===== config.mk =====
export PLATFORM = sky130hd
export DESIGN_NAME = multi_source_recovery_manager
export DESIGN_NICKNAME = d
export VERILOG_FILES = /design/src/rtl/multi_source_recovery_manager_pkg.sv /design/src/rtl/multi_source_recovery_manager_arbiter.sv /design/src/rtl/multi_source_recovery_manager.sv
export SDC_FILE = /design/constraint.sdc
export NUM_CORES = 1
export LEC_CHECK = 0
export BUFFER_PORTS_ARGS = -buffer_cell sky130_fd_sc_hd__buf_4
export CORE_MARGIN = 2
export CORE_UTILIZATION = 46
export CTS_CLUSTER_DIAMETER = 120
export DETAILED_ROUTE_END_ITERATION = 7
export MAX_ROUTING_LAYER = met4
export PLACE_DENSITY = 0.79
export SYNTH_ARGS = -nofsm -noshare
export SYNTH_HDL_FRONTEND = slang
export SYNTH_SLANG_ARGS = --single-unit

===== constraint.sdc =====
create_clock -name clk -period 11.83 [get_ports clk]
set_input_delay 2.366 -clock clk [delete_from_list [all_inputs] [get_ports clk]]
set_output_delay 2.366 -clock clk [all_outputs]
set_load 0.05 [all_outputs]

===== src/rtl/multi_source_recovery_manager_pkg.sv =====
// Shared recovery types: refetch-type and phase enums plus ActiveList age helpers.
package RecoveryTypes;

    typedef enum logic [2:0] {
        REFETCH_THIS_PC       = 3'd0,
        REFETCH_NEXT_PC       = 3'd1,
        REFETCH_BRANCH_TARGET = 3'd2,
        REFETCH_STORE_NEXT_PC = 3'd3,
        REFETCH_THIS_PC_CSR   = 3'd4,
        REFETCH_NEXT_PC_CSR   = 3'd5
    } RecoveryRefetchType;

    typedef enum logic [1:0] {
        PHASE_COMMIT       = 2'd0,
        PHASE_RECOVER_0    = 2'd1,
        PHASE_RECOVER_WAIT = 2'd2
    } RecoveryPhase;

    // Widest ActiveList index the age helpers handle; narrower indices are zero-extended.
    localparam int AGE_MAX_W = 16;

    function automatic RecoveryRefetchType decodeRefetchType(input logic [2:0] code);
        RecoveryRefetchType t;
        case (code)
            3'd1:    t = REFETCH_NEXT_PC;
            3'd2:    t = REFETCH_BRANCH_TARGET;
            3'd3:    t = REFETCH_STORE_NEXT_PC;
            3'd4:    t = REFETCH_THIS_PC_CSR;
            3'd5:    t = REFETCH_NEXT_PC_CSR;
            default: t = REFETCH_THIS_PC;
        endcase
        return t;
    endfunction

    function automatic logic [AGE_MAX_W-1:0] calcAge(input logic [AGE_MAX_W-1:0] ptr,
                                                     input logic [AGE_MAX_W-1:0] head,
                                                     input int unsigned width);
        logic [AGE_MAX_W-1:0] mask;
        mask = (AGE_MAX_W'(1) << width) - AGE_MAX_W'(1);
        return (ptr - head) & mask;
    endfunction

    function automatic logic isOlder(input logic [AGE_MAX_W-1:0] ptrA,
                                     input logic [AGE_MAX_W-1:0] ptrB,
                                     input logic [AGE_MAX_W-1:0] head,
                                     input int unsigned width);
        return calcAge(ptrA, head, width) < calcAge(ptrB, head, width);
    endfunction

endpackage


===== src/rtl/multi_source_recovery_manager_arbiter.sv =====
// Combinational oldest-request picker: smallest ActiveList age wins, ties go to the lowest channel.
module recovery_age_arbiter
    import RecoveryTypes::*;
#(
    parameter int NUM_SRC  = 3,
    parameter int AL_IDX_W = 6
) (
    input  logic [NUM_SRC-1:0]          reqValid_i,
    input  logic [NUM_SRC*AL_IDX_W-1:0] reqPtr_i,
    input  logic [AL_IDX_W-1:0]         head_i,
    output logic                        anyValid_o,
    output logic [NUM_SRC-1:0]          grant_o,
    output logic [$clog2(NUM_SRC)-1:0]  winIdx_o
);
    localparam int SEL_W = $clog2(NUM_SRC);

    logic                found;
    logic [AL_IDX_W-1:0] bestPtr;
    logic [AL_IDX_W-1:0] curPtr;

    always_comb begin
        found    = 1'b0;
        bestPtr  = '0;
        curPtr   = '0;
        winIdx_o = '0;
        for (int i = 0; i < NUM_SRC; i++) begin
            curPtr = reqPtr_i[i*AL_IDX_W +: AL_IDX_W];
            if (reqValid_i[i] && (!found ||
                isOlder(AGE_MAX_W'(curPtr), AGE_MAX_W'(bestPtr), AGE_MAX_W'(head_i), AL_IDX_W))) begin
                found    = 1'b1;
                bestPtr  = curPtr;
                winIdx_o = SEL_W'(i);
            end
        end
        anyValid_o = found;
        grant_o    = found ? (NUM_SRC'(1) << winIdx_o) : '0;
    end

endmodule


===== src/rtl/multi_source_recovery_manager.sv =====
// Recovery manager: registers the oldest recovery request, drives refetch PC and flush range,
// then waits for rename/issue to drain. Optional per-type counters: RSD_RECOVERY_EVENT_COUNT_EN.
module multi_source_recovery_manager
    import RecoveryTypes::*;
#(
    parameter int NUM_SRC         = 3,
    parameter int AL_IDX_W        = 6,
    parameter int PC_W            = 32,
    parameter int MIN_RECOVER_CYC = 2,
    parameter int INSN_BYTES      = 4
) (
    input  logic                        clk,
    input  logic                        rstN,
    input  logic [NUM_SRC-1:0]          reqValid,
    input  logic [NUM_SRC*3-1:0]        reqType,
    input  logic [NUM_SRC*PC_W-1:0]     reqPC,
    input  logic [NUM_SRC*AL_IDX_W-1:0] reqPtr,
    input  logic [AL_IDX_W-1:0]         alHeadPtr,
    input  logic [AL_IDX_W-1:0]         alTailPtr,
    input  logic [PC_W-1:0]             csrTargetPC,
    input  logic                        rmtBusy,
    input  logic                        iqBusy,
    output logic [1:0]                  phase,
    output logic                        toRecovery,
    output logic                        toCommit,
    output logic [NUM_SRC-1:0]          grant,
    output logic [PC_W-1:0]             recoveredPC,
    output logic [AL_IDX_W-1:0]         flushHead,
    output logic [AL_IDX_W-1:0]         flushTail,
    output logic                        csrTrigger,
    output logic                        unableToStart,
    output logic                        restarted
`ifdef RSD_RECOVERY_EVENT_COUNT_EN
    ,
    output logic [6*16-1:0]             evtCount
`endif
);
    localparam int SEL_W = $clog2(NUM_SRC);
    localparam int CNT_W = $clog2(MIN_RECOVER_CYC + 1);

    RecoveryPhase        phase_q, phase_d;
    RecoveryRefetchType  type_q, type_d;
    logic [PC_W-1:0]     pc_q, pc_d;
    logic [AL_IDX_W-1:0] ptr_q, ptr_d;
    logic [AL_IDX_W-1:0] flushHead_q, flushHead_d;
    logic [AL_IDX_W-1:0] flushTail_q, flushTail_d;
    logic [NUM_SRC-1:0]  grant_q, grant_d;
    logic [CNT_W-1:0]    cnt_q, cnt_d;
    logic                restarted_q, restarted_d;

    logic                anyValid;
    logic [NUM_SRC-1:0]  arbGrant;
    logic [SEL_W-1:0]    winIdx;
    RecoveryRefetchType  winType;
    logic [AL_IDX_W-1:0] winPtr;
    logic [PC_W-1:0]     winPC;
    logic                olderThanCurrent;
    logic                isCsr;
    logic                accept;

    recovery_age_arbiter #(
        .NUM_SRC  (NUM_SRC),
        .AL_IDX_W (AL_IDX_W)
    ) u_arbiter (
        .reqValid_i (reqValid),
        .reqPtr_i   (reqPtr),
        .head_i     (alHeadPtr),
        .anyValid_o (anyValid),
        .grant_o    (arbGrant),
        .winIdx_o   (winIdx)
    );

    assign winType = decodeRefetchType(reqType[winIdx*3 +: 3]);
    assign winPtr  = reqPtr[winIdx*AL_IDX_W +: AL_IDX_W];
    assign winPC   = reqPC[winIdx*PC_W +: PC_W];
    // Age is re-measured against the live head so a retiring head cannot misorder the compare.
    assign olderThanCurrent = anyValid &&
        isOlder(AGE_MAX_W'(winPtr), AGE_MAX_W'(ptr_q), AGE_MAX_W'(alHeadPtr), AL_IDX_W);
    assign isCsr = (type_q == REFETCH_THIS_PC_CSR) || (type_q == REFETCH_NEXT_PC_CSR);

    always_comb begin
        phase_d     = phase_q;
        type_d      = type_q;
        pc_d        = pc_q;
        ptr_d       = ptr_q;
        flushHead_d = flushHead_q;
        flushTail_d = flushTail_q;
        grant_d     = grant_q;
        cnt_d       = cnt_q;
        restarted_d = 1'b0;
        toRecovery  = 1'b0;
        toCommit    = 1'b0;
        csrTrigger  = 1'b0;
        recoveredPC = '0;
        accept      = 1'b0;
        case (phase_q)
            PHASE_COMMIT: accept = anyValid;
            PHASE_RECOVER_0: begin
                toRecovery = 1'b1;
                csrTrigger = isCsr;
                case (type_q)
                    REFETCH_NEXT_PC, REFETCH_STORE_NEXT_PC: recoveredPC = pc_q + PC_W'(INSN_BYTES);
                    REFETCH_THIS_PC_CSR, REFETCH_NEXT_PC_CSR: recoveredPC = csrTargetPC;
                    default: recoveredPC = pc_q;
                endcase
                phase_d = PHASE_RECOVER_WAIT;
                cnt_d   = CNT_W'(MIN_RECOVER_CYC - 1);
            end
            PHASE_RECOVER_WAIT: begin
                cnt_d = (cnt_q == '0) ? '0 : cnt_q - 1'b1;
                if (olderThanCurrent) begin
                    accept      = 1'b1;
                    restarted_d = 1'b1;
                end else if (cnt_q == '0 && !rmtBusy && !iqBusy) begin
                    toCommit = 1'b1;
                    phase_d  = PHASE_COMMIT;
                end
            end
            default: phase_d = PHASE_COMMIT;
        endcase
        if (accept) begin
            phase_d     = PHASE_RECOVER_0;
            type_d      = winType;
            pc_d        = winPC;
            ptr_d       = winPtr;
            grant_d     = arbGrant;
            flushTail_d = alTailPtr;
            flushHead_d = (winType == REFETCH_THIS_PC || winType == REFETCH_THIS_PC_CSR) ?
                          winPtr : winPtr + 1'b1;
        end
    end

    always_ff @(posedge clk or negedge rstN) begin
        if (!rstN) begin
            phase_q     <= PHASE_COMMIT;
            type_q      <= REFETCH_THIS_PC;
            pc_q        <= '0;
            ptr_q       <= '0;
            flushHead_q <= '0;
            flushTail_q <= '0;
            grant_q     <= '0;
            cnt_q       <= '0;
            restarted_q <= 1'b0;
        end else begin
            phase_q     <= phase_d;
            type_q      <= type_d;
            pc_q        <= pc_d;
            ptr_q       <= ptr_d;
            flushHead_q <= flushHead_d;
            flushTail_q <= flushTail_d;
            grant_q     <= grant_d;
            cnt_q       <= cnt_d;
            restarted_q <= restarted_d;
        end
    end

    assign phase         = phase_q;
    assign grant         = grant_q;
    assign flushHead     = flushHead_q;
    assign flushTail     = flushTail_q;
    assign restarted     = restarted_q;
    assign unableToStart = (phase_q != PHASE_COMMIT) || rmtBusy || iqBusy;

`ifdef RSD_RECOVERY_EVENT_COUNT_EN
    logic [5:0][15:0] evt_q;

    always_ff @(posedge clk or negedge rstN) begin
        if (!rstN) begin
            evt_q <= '0;
        end else if (phase_q == PHASE_RECOVER_0 && evt_q[type_q] != 16'hFFFF) begin
            evt_q[type_q] <= evt_q[type_q] + 16'd1;
        end
    end

    assign evtCount = evt_q;
`endif

    // Channel 0 is the RW stage, which never raises CSR refetches.
    assert property (@(posedge clk) disable iff (!rstN) !(toRecovery && toCommit));
    assert property (@(posedge clk) disable iff (!rstN)
        !(reqValid[0] && (reqType[2:0] == 3'd4 || reqType[2:0] == 3'd5)));

endmodule

==> flow_metrics.tcl, run 1 <==
set metrics [dict create \
    synthCells 762 \
    die-area_um2 13800 \
    total_power_mw 2.14 \
    ctsHoldBuffers 0 \
    htreeDepth 3 \
    antenna_found_initial 0 \
    cts_tree "done" \
    final_cells 1164 \
    tightest_slew_ps 981 \
    synth.most_common_cell "nand2_1" \
    start_util 0.470 \
    drc 0 \
    grt_pass1_vias 6225 \
    ys.flop_type "dfrtp_1" \
    grt_pass1_wl_um 31000 \
    slew_violations 0 \
    critPathRequiredTime_ps 9460 \
    whs_ps 466 \
    vias_per_cell 5.61 \
    relSlewSlack 0.346 \
    cts_made_buffers 9 \
    power.density_nw_per_um2 256 \
    antenna_left 0 \
    placedCellCount 1139 \
    overflow 0 \
    ios 228 \
    avgRoutedWirePerCell_um 16.8 \
    cp-end-kind "primary output" \
    synth_area_leaders "dfrtp_1, ha_1, nand2_1, mux2i_1, a21oi_1" \
    synth_top_area_frac 0.258 \
    synthToLayoutAreaGrowth_pct 41.6 \
    design_area_um2 8360 \
    layout-drive-gt1-share 0.320 \
    fmax_mhz 86.3 \
    clockBufferDepth 2 \
    fin_crit_sh 0.980 \
    cp_slowest_cell "fa_1" \
    worstPathArrival_ps 9230 \
    synth_area_per_cell_um2 7.75 \
    ys_types 56 \
    hpwl_um 14500 \
    ys_seq_area_frac 0.258 \
    drv_cap 0 \
    hp-class "reg -> reg" \
    status "finished, final reports clean" \
    synth_common_cells "nand2_1, a21oi_1, o21ai_0" \
    grt_max_degree 62 \
    fin_worst_skew_ps 6.65 \
    synth_top_area_cell "dfrtp_1" \
    crit_type "in -> out" \
    ys_seq_elements 61 \
    p_leak_nw 4.04 \
    period_minus_slack_ps 11590 \
    synth_nets 989 \
    finalSetupViolations 0 \
    fin_nets 1214 \
    rows 41 \
    clkTransAtPathRegs_ps 60 \
    utilization 0.665 \
    cp-start-kind "input port" \
    worst_slack_ps 236 \
    gp_congestion 0.910 \
    final_hold_viol_count 0 \
    synth_area_um2 5910 \
    async_flop_share 1.00 \
    placed_area_um2 7840 \
    critical-path-max-stage-delay_ps 480 \
    vdd_drop_max_v 0.000253 \
    vias 6534 \
    port_buffers 227 \
    crit_top_cell "ha_1" \
    cts_sinks 61 \
    worstSkewPairLatency_ps 330 \
    antenna_cells 0 \
    die_h_um 117 \
    path_max_fanout 6 \
    cts_root_buffer "clkbuf_16" \
    grt_usage 0.283 \
    core_area_um2 12600 \
    die_width_um 117 \
    setup-tns-final_ps 0 \
    synth_warnings 0 \
    place_ws_ps -90.7 \
    drt-pass1-iter-count 5 \
    drtIter0Drc 501 \
    synth_edf_count 0 \
    wl_um 19600 \
]
[worst max-delay path: cells and delay by family]
kind                     cells  cell delay, ps
buffers and inverters        6             730
AO/OA/AOI/OAI               17            2550
multiplexers                 1             210
adder cells (fa/ha/maj)      8            2430
XOR/XNOR                     3             340
AND/OR/NAND/NOR              5             590
[cell families after synthesis]
group                      Yosys count  share of synthesized area
and+or+nand+nor                    249                      0.186
buffers and inverters               76                     0.0504
adders and majority gates           54                      0.120
DFF                                 61                      0.258
xor gates and xnor gates            33                     0.0489
muxes                               57                      0.101
AOI/OAI and AO/OA                  232                      0.236
[placed cells by master (no fill, tap or decap), types with 4 or more instances in the layout]
cell       count
nor4_1         4
and3_1         4
xor2_1         9
a31oi_1        7
a311oi_1       4
a211oi_1       7
o21ai_0       60
a21oi_1       68
a22oi_1        5
mux2_2        12
dfrtp_1       61
nor3_1        14
a21boi_0      12
mux2i_1       38
o21ai_1       15
nor2_1        56
fa_1           5
a21oi_2        6
ha_1          44
o211ai_1       6
xnor2_1       23
o221ai_1       4
nand3_1       11
nor2b_1        7
nand2_1      116
a21o_1        17
buf_4        251
nand2b_1      10
nand4_1        7
inv_1         33
clkbuf_16      9
[registers in the layout (all words and copies together) (netlist names)]
name and cells:
cnt_q 2, flushHead 6, flushTail 6, grant 3, pc_q 32, phase 2
ptr_q 6, restarted 1, type_q 3
[report_power, final]
part           leakage (nW)  total [mW]  switching [mW]  internal, mW
Clock                 0.152       0.281          0.0967         0.185
Sequential            0.754       0.411          0.0979         0.313
Combinational          3.13        1.45           0.927         0.519
Total                  4.04        2.14            1.12          1.02
[worst paths after layout]
check	from	endpoint	slack [ps]	cells past startpoint
setup / recovery	reqPtr[0]	toCommit	240	40
hold / removal	flushTail[5]	flushTail[5]	470	2
setup reg to reg	ptr_q[0]	pc_q[8]	8040	14
hold reg to reg	flushTail[5]	flushTail[5]	470	2
max in group asynchronous	rstN	pc_q[31]	9190	1
min in group asynchronous	rstN	pc_q[17]	2110	1
[timing repair]
action / in CTS / in global routing
endpoints found under the setup margin: 1 / 1
buffers inserted: 1 / 8
pin swaps: 1 / 21
gates resized for setup: 6 / 30
[metal layers]
layer	part of all wire	routed length [um]	GRT usage
met2	0.48	9390	0.457
met4	0.027	530	0.0934
met3	0.072	1410	0.0696
met1	0.42	8270	0.351
met5	0	0	-
[final cells by class]
type / count / area [um2]
Tap cell: 172 / 215
Sequential cell: 61 / 1530
Clock inverter: 7 / 97.6
Fill cell: 1053 / 4210
Multi-Input combinational cell: 625 / 4220
Clock buffer: 9 / 225
Timing Repair Buffer: 255 / 1940
Inverter: 35 / 131
Power figures use the tool's default switching activity.
==> run 2, diff against run 1 <==
--- a/config.mk
+++ b/config.mk
@@ -8,10 +8,11 @@
 export BUFFER_PORTS_ARGS = -buffer_cell sky130_fd_sc_hd__buf_4
 export CORE_MARGIN = 2
 export CORE_UTILIZATION = 46
+export CTS_BUF_LIST = sky130_fd_sc_hd__clkbuf_4 sky130_fd_sc_hd__clkbuf_8 sky130_fd_sc_hd__clkbuf_16
 export CTS_CLUSTER_DIAMETER = 120
 export DETAILED_ROUTE_END_ITERATION = 7
 export MAX_ROUTING_LAYER = met4
-export PLACE_DENSITY = 0.79
+export PLACE_DENSITY = 0.91
 export SYNTH_ARGS = -nofsm -noshare
 export SYNTH_HDL_FRONTEND = slang
 export SYNTH_SLANG_ARGS = --single-unit
==> run 2 against run 1 <==
- the run now ends with setup timing left
- first-iteration DRC count up 10%
- cell area down 0.78%
- register-to-register slack better by 40 ps
- sequential power up 1%
- die area unchanged
- wire length up 3.6%
- highest routed layer unchanged
==> flow_metrics.tcl, run 2 (synthesis gave the netlist of run 1 again) <==
set metrics [dict create \
    status "finished with violations" \
    failed_checks "setup timing" \
    whs_ps 467 \
    gp_congestion 0.983 \
    cp-end-kind "primary output" \
    cts_root_buffer "clkbuf_16" \
    mostFrequentLayoutCell "buf_4" \
    ios 228 \
    die-area_um2 13800 \
    grt_usage 0.282 \
    relSlewSlack 0.235 \
    final_cells 1160 \
    vias_per_cell 5.74 \
    antenna_left 0 \
    die_h_um 117 \
    crit_buf_inv 3 \
    cts_tree "done" \
    antenna_cells 0 \
    ctsHoldBuffers 0 \
    tightest_slew_ps 1140 \
    power.density_nw_per_um2 254 \
    grt_pass1_wl_um 31400 \
    critical-path-max-stage-delay_ps 340 \
    design_area_um2 8300 \
    fin_crit_sh 1.01 \
    htreeDepth 3 \
    critical_path.top_delay_family "compound AO/OA/AOI/OAI gates" \
    drc 0 \
    clkTransAtPathRegs_ps 60 \
    start_util 0.470 \
    layout-drive-gt1-share 0.317 \
    ff_latch_area_um2 1530 \
    cp-start-kind "input port" \
    path_max_fanout 5 \
    grt_max_degree 62 \
    port_buffers 227 \
    finalSetupViolations 1 \
    p_leak_nw 4.01 \
    synthToLayoutAreaGrowth_pct 40.5 \
    worstPathArrival_ps 9540 \
    largest_register_ff_count 32 \
    hpwl_um 15000 \
    fmax_mhz 84.0 \
    multi_input_area_um2 4230 \
    vias 6658 \
    crit_type "in -> out" \
    final_hold_viol_count 0 \
    period_minus_slack_ps 11910 \
    rows 41 \
    die_width_um 117 \
    utilization 0.660 \
    final_cell_mix "buf_4, nand2_1, a21oi_1, dfrtp_1, o21ai_0" \
    worst_slack_ps -79.7 \
    cts_made_buffers 9 \
    vdd_drop_max_v 0.000254 \
    core_area_um2 12600 \
    nFillCells 1006 \
    fin_worst_skew_ps 8.38 \
    worstSkewPairLatency_ps 320 \
    clockBufferDepth 2 \
    fin_nets 1210 \
    critPathRequiredTime_ps 9460 \
    crit_top_cell "ha_1" \
    cp_slowest_cell "mux2_4" \
    avgRoutedWirePerCell_um 17.5 \
    cts_sinks 61 \
    drt-pass1-iter-count 5 \
    hp-class "reg -> reg" \
    grt_pass1_vias 6289 \
    drv_cap 0 \
    overflow 0 \
    top_register "pc_q" \
    antenna_found_initial 0 \
    drtIter0Drc 551 \
    placed_area_um2 7820 \
    wl_um 20300 \
    placedCellCount 1138 \
    slew_violations 0 \
]
run 2: final timing paths:
path | startpoint | slack (ps) | cells after the start | end
max | reqPtr[0] | -80 | 42 | toCommit
min | flushTail[0] | 470 | 2 | flushTail[0]
max reg2reg | ptr_q[0] | 8080 | 14 | phase[1]
min reg2reg | flushTail[0] | 470 | 2 | flushTail[0]
max in group asynchronous | rstN | 9190 | 1 | pc_q[17]
min in group asynchronous | rstN | 2120 | 1 | flushTail[1]
run 2: layout make-up:
| cell class | count | area share |
|---|---|---|
| flip-flops and latches | 61 | 0.184 |
| clock buffers | 11 | 0.0305 |
| well taps | 172 | 0.0259 |
| clock inverters | 5 | 0.00513 |
| multi-input cells | 625 | 0.509 |
| inverters | 35 | 0.0161 |
| repair buffers | 251 | 0.229 |
run 2: worst register-to-register path: stages (launching register included):
cell and delay, ps:
dfrtp_1 350, inv_1 80, ha_1 150, inv_1 60, fa_1 410, a21o_1 210
a21oi_1 200, xor2_1 180, ha_1 240, a211oi_2 80, o211ai_1 370, and2_2 600
buf_4 350, nand2_1 90, mux2_2 280
run 2: where the power goes:
group          switching (mW)  leakage [nW]  total [mW]  internal (mW)
combinational           0.933          3.11        1.45          0.514
sequential              0.101         0.754       0.415          0.313
clock                  0.0935         0.143       0.249          0.155
run 2: timing repair:
action	in CTS	in global routing
pin swaps	0	27
setup endpoints to repair	1	1
buffers inserted	2	5
gates resized for setup	6	31
hold endpoints to repair	0	0
run 2: layer usage:
layer	up-vias	share of wire	global-route usage
met4	0	0.042	0.0949
li1	3147	-	-
met2	354	0.48	0.461
met5	-	0	-
met3	82	0.075	0.0520
met1	3075	0.40	0.352
run 2: stage by stage:
step | setup TNS (ps) | power (mW) | setup slack [ps]
after floorplan | 0 | 1.39 | 1.81
after global placement | 0 | 1.75 | 58.6
after detailed placement | -281 | 1.78 | -281
after CTS | 0 | 2.05 | 24.7
after global routing | -371 | 2.26 | -371
final | -79.7 | 2.11 | -79.7
==> run 3, diff against run 2 <==
--- a/config.mk
+++ b/config.mk
@@ -6,13 +6,15 @@
 export NUM_CORES = 1
 export LEC_CHECK = 0
 export BUFFER_PORTS_ARGS = -buffer_cell sky130_fd_sc_hd__buf_4
+export CELL_PAD_IN_SITES_DETAIL_PLACEMENT = 1
+export CELL_PAD_IN_SITES_GLOBAL_PLACEMENT = 1
 export CORE_MARGIN = 2
-export CORE_UTILIZATION = 46
+export CORE_UTILIZATION = 32
 export CTS_BUF_LIST = sky130_fd_sc_hd__clkbuf_4 sky130_fd_sc_hd__clkbuf_8 sky130_fd_sc_hd__clkbuf_16
 export CTS_CLUSTER_DIAMETER = 120
 export DETAILED_ROUTE_END_ITERATION = 7
 export MAX_ROUTING_LAYER = met4
-export PLACE_DENSITY = 0.91
+export PLACE_DENSITY = 0.9
 export SYNTH_ARGS = -nofsm -noshare
 export SYNTH_HDL_FRONTEND = slang
 export SYNTH_SLANG_ARGS = --single-unit
==> run 3 against run 2 <==
- the run still ends with setup timing left
- non-clock buffer count rose by 6
- core utilization shrank 19 points
- sequential power hardly changed
- final cell count is 5.4% higher
- clock power is 7% higher
- clock skew down 3.5 ps
- die area is 42% higher
- critical path type unchanged
- largest power group unchanged
==> flow_metrics.tcl, run 3 (synthesis gave the netlist of run 1 again) <==
set metrics [dict create \
    slew_violations 0 \
    antenna_found_initial 0 \
    power.density_nw_per_um2 258 \
    mostFrequentLayoutCell "buf_4" \
    port_buffers 227 \
    grt_max_degree 62 \
    die_width_um 140 \
    worstSkewPairLatency_ps 320 \
    whs_ps 471 \
    start_util 0.328 \
    wl_met1_um 10000 \
    path_max_fanout 5 \
    antenna_cells 0 \
    pwr-share-comb 0.688 \
    worst_slack_ps -52.7 \
    final_hold_viol_count 0 \
    drv_cap 0 \
    period_minus_slack_ps 11880 \
    hpwl_um 17700 \
    vdd_drop_max_v 0.000212 \
    clockBufferDepth 2 \
    largest_register_ff_count 32 \
    fin_worst_skew_ps 4.87 \
    core_area_um2 18000 \
    drtIter0Drc 314 \
    grt_usage 0.232 \
    tightest_slew_ps 1010 \
    die-area_um2 19600 \
    layout-drive-gt1-share 0.330 \
    cts_root_buffer "clkbuf_16" \
    crit_top_cell "a21oi_2" \
    vias 6686 \
    status "finished with violations" \
    critPathRequiredTime_ps 9460 \
    design_area_um2 8490 \
    worstPathArrival_ps 9520 \
    fmax_mhz 84.2 \
    critical-path-max-stage-delay_ps 330 \
    cp_slowest_cell "maj3_2" \
    placed_area_um2 7900 \
    finalSetupViolations 1 \
    pwr-share-clk 0.121 \
    die_h_um 140 \
    drt-pass1-iter-count 4 \
    gp_congestion 0.858 \
    hp-class "reg -> reg" \
    p_sw_mw 1.18 \
    ctsHoldBuffers 0 \
    overflow 0 \
    dr_wl_met3_um 1420 \
    antenna_left 0 \
    cts_made_buffers 9 \
    p_sw_frac 0.538 \
    cp-end-kind "primary output" \
    grt_pass1_wl_um 35500 \
    p_leak_nw 4.05 \
    grt_pass1_vias 6687 \
    internal_power_mw 1.01 \
    pwr-share-seq 0.191 \
    crit_type "in -> out" \
    rows 49 \
    htreeDepth 3 \
    wl_um 24100 \
    final_cell_mix "buf_4, nand2_1, a21oi_1, dfrtp_1, o21ai_0" \
    dr.max_layer_used "met4" \
    clkTransAtPathRegs_ps 50 \
    top_register "pc_q" \
    relSlewSlack 0.324 \
    avgRoutedWirePerCell_um 19.7 \
    ios 228 \
    cp-start-kind "input port" \
    cts_tree "done" \
    vias_per_cell 5.47 \
    setup-tns-final_ps -52.7 \
    fin_crit_sh 1.00 \
    fin_nets 1216 \
    wl_met2_um 11900 \
    drc 0 \
    cts_sinks 61 \
    synthToLayoutAreaGrowth_pct 43.7 \
    failed_checks "setup timing" \
]
[run 3: critical path, delay by kind of cell]
family / cells / cell delay (ps)
mux: 1 / 240
buf+inv: 6 / 860
compound gates: 19 / 2800
xor+xnor: 5 / 680
fa+ha+maj: 7 / 1890
simple gates: 6 / 650
[run 3: power groups by stage]
| stage | sequential [mW] | clock, mW | combinational (mW) |
|---|---|---|---|
| 2_1_floorplan | 0.479 | 0 | 0.907 |
| 3_3_place_gp | 0.407 | 0 | 1.37 |
| 4_1_cts | 0.414 | 0.270 | 1.45 |
| 3_5_place_dp | 0.415 | 0 | 1.42 |
| 5_1_grt | 0.429 | 0.280 | 1.63 |
| 6_report | 0.417 | 0.266 | 1.51 |
[run 3: what timing repair did]
action	CTS	global route
gates cloned	0	0
endpoints found under the setup margin	1	1
buffers inserted	3	8
gates resized for setup	13	37
pin swaps	4	33
[run 3: through the flow]
step | utilization | power (mW) | setup slack [ps] | std cells
floorplan | - | 1.39 | 1.81 | 762
global placement | 0.438 | 1.77 | 161 | 1196
detailed placement | 0.438 | 1.83 | -317 | 1196
CTS | 0.459 | 2.13 | 5.78 | 1215
global route | 0.471 | 2.34 | -297 | 1223
finish | 0.471 | 2.19 | -52.7 | 1223
[run 3: worst paths after layout]
kind                       startpoint       end  slack (ps)  cells past startpoint
setup / recovery            reqPtr[0]  toCommit         -50                     44
hold / removal               grant[2]  grant[2]         470                      2
setup reg to reg             ptr_q[0]  pc_q[19]        7690                     14
hold reg to reg              grant[2]  grant[2]         470                      2
max in group asynchronous        rstN   pc_q[6]        9140                      1
min in group asynchronous        rstN  pc_q[21]        2110                      1
[run 3: cell type report]
cell class,count,area (um2)
repair buffers,257,1950
fillers,2234,9540
well taps,229,287
clock buffers,12,254
inverters,35,131
clock inverters,4,47.5
flip-flops and latches,61,1530
multi-input cells,625,4290
[run 3: metal layers]
| metal | GRT usage | vias up |
|---|---|---|
| li1 | - | 3155 |
| met1 | 0.282 | 3238 |
| met2 | 0.392 | 240 |
| met3 | 0.0409 | 53 |
| met4 | 0.0747 | 0 |
| met5 | - | - |
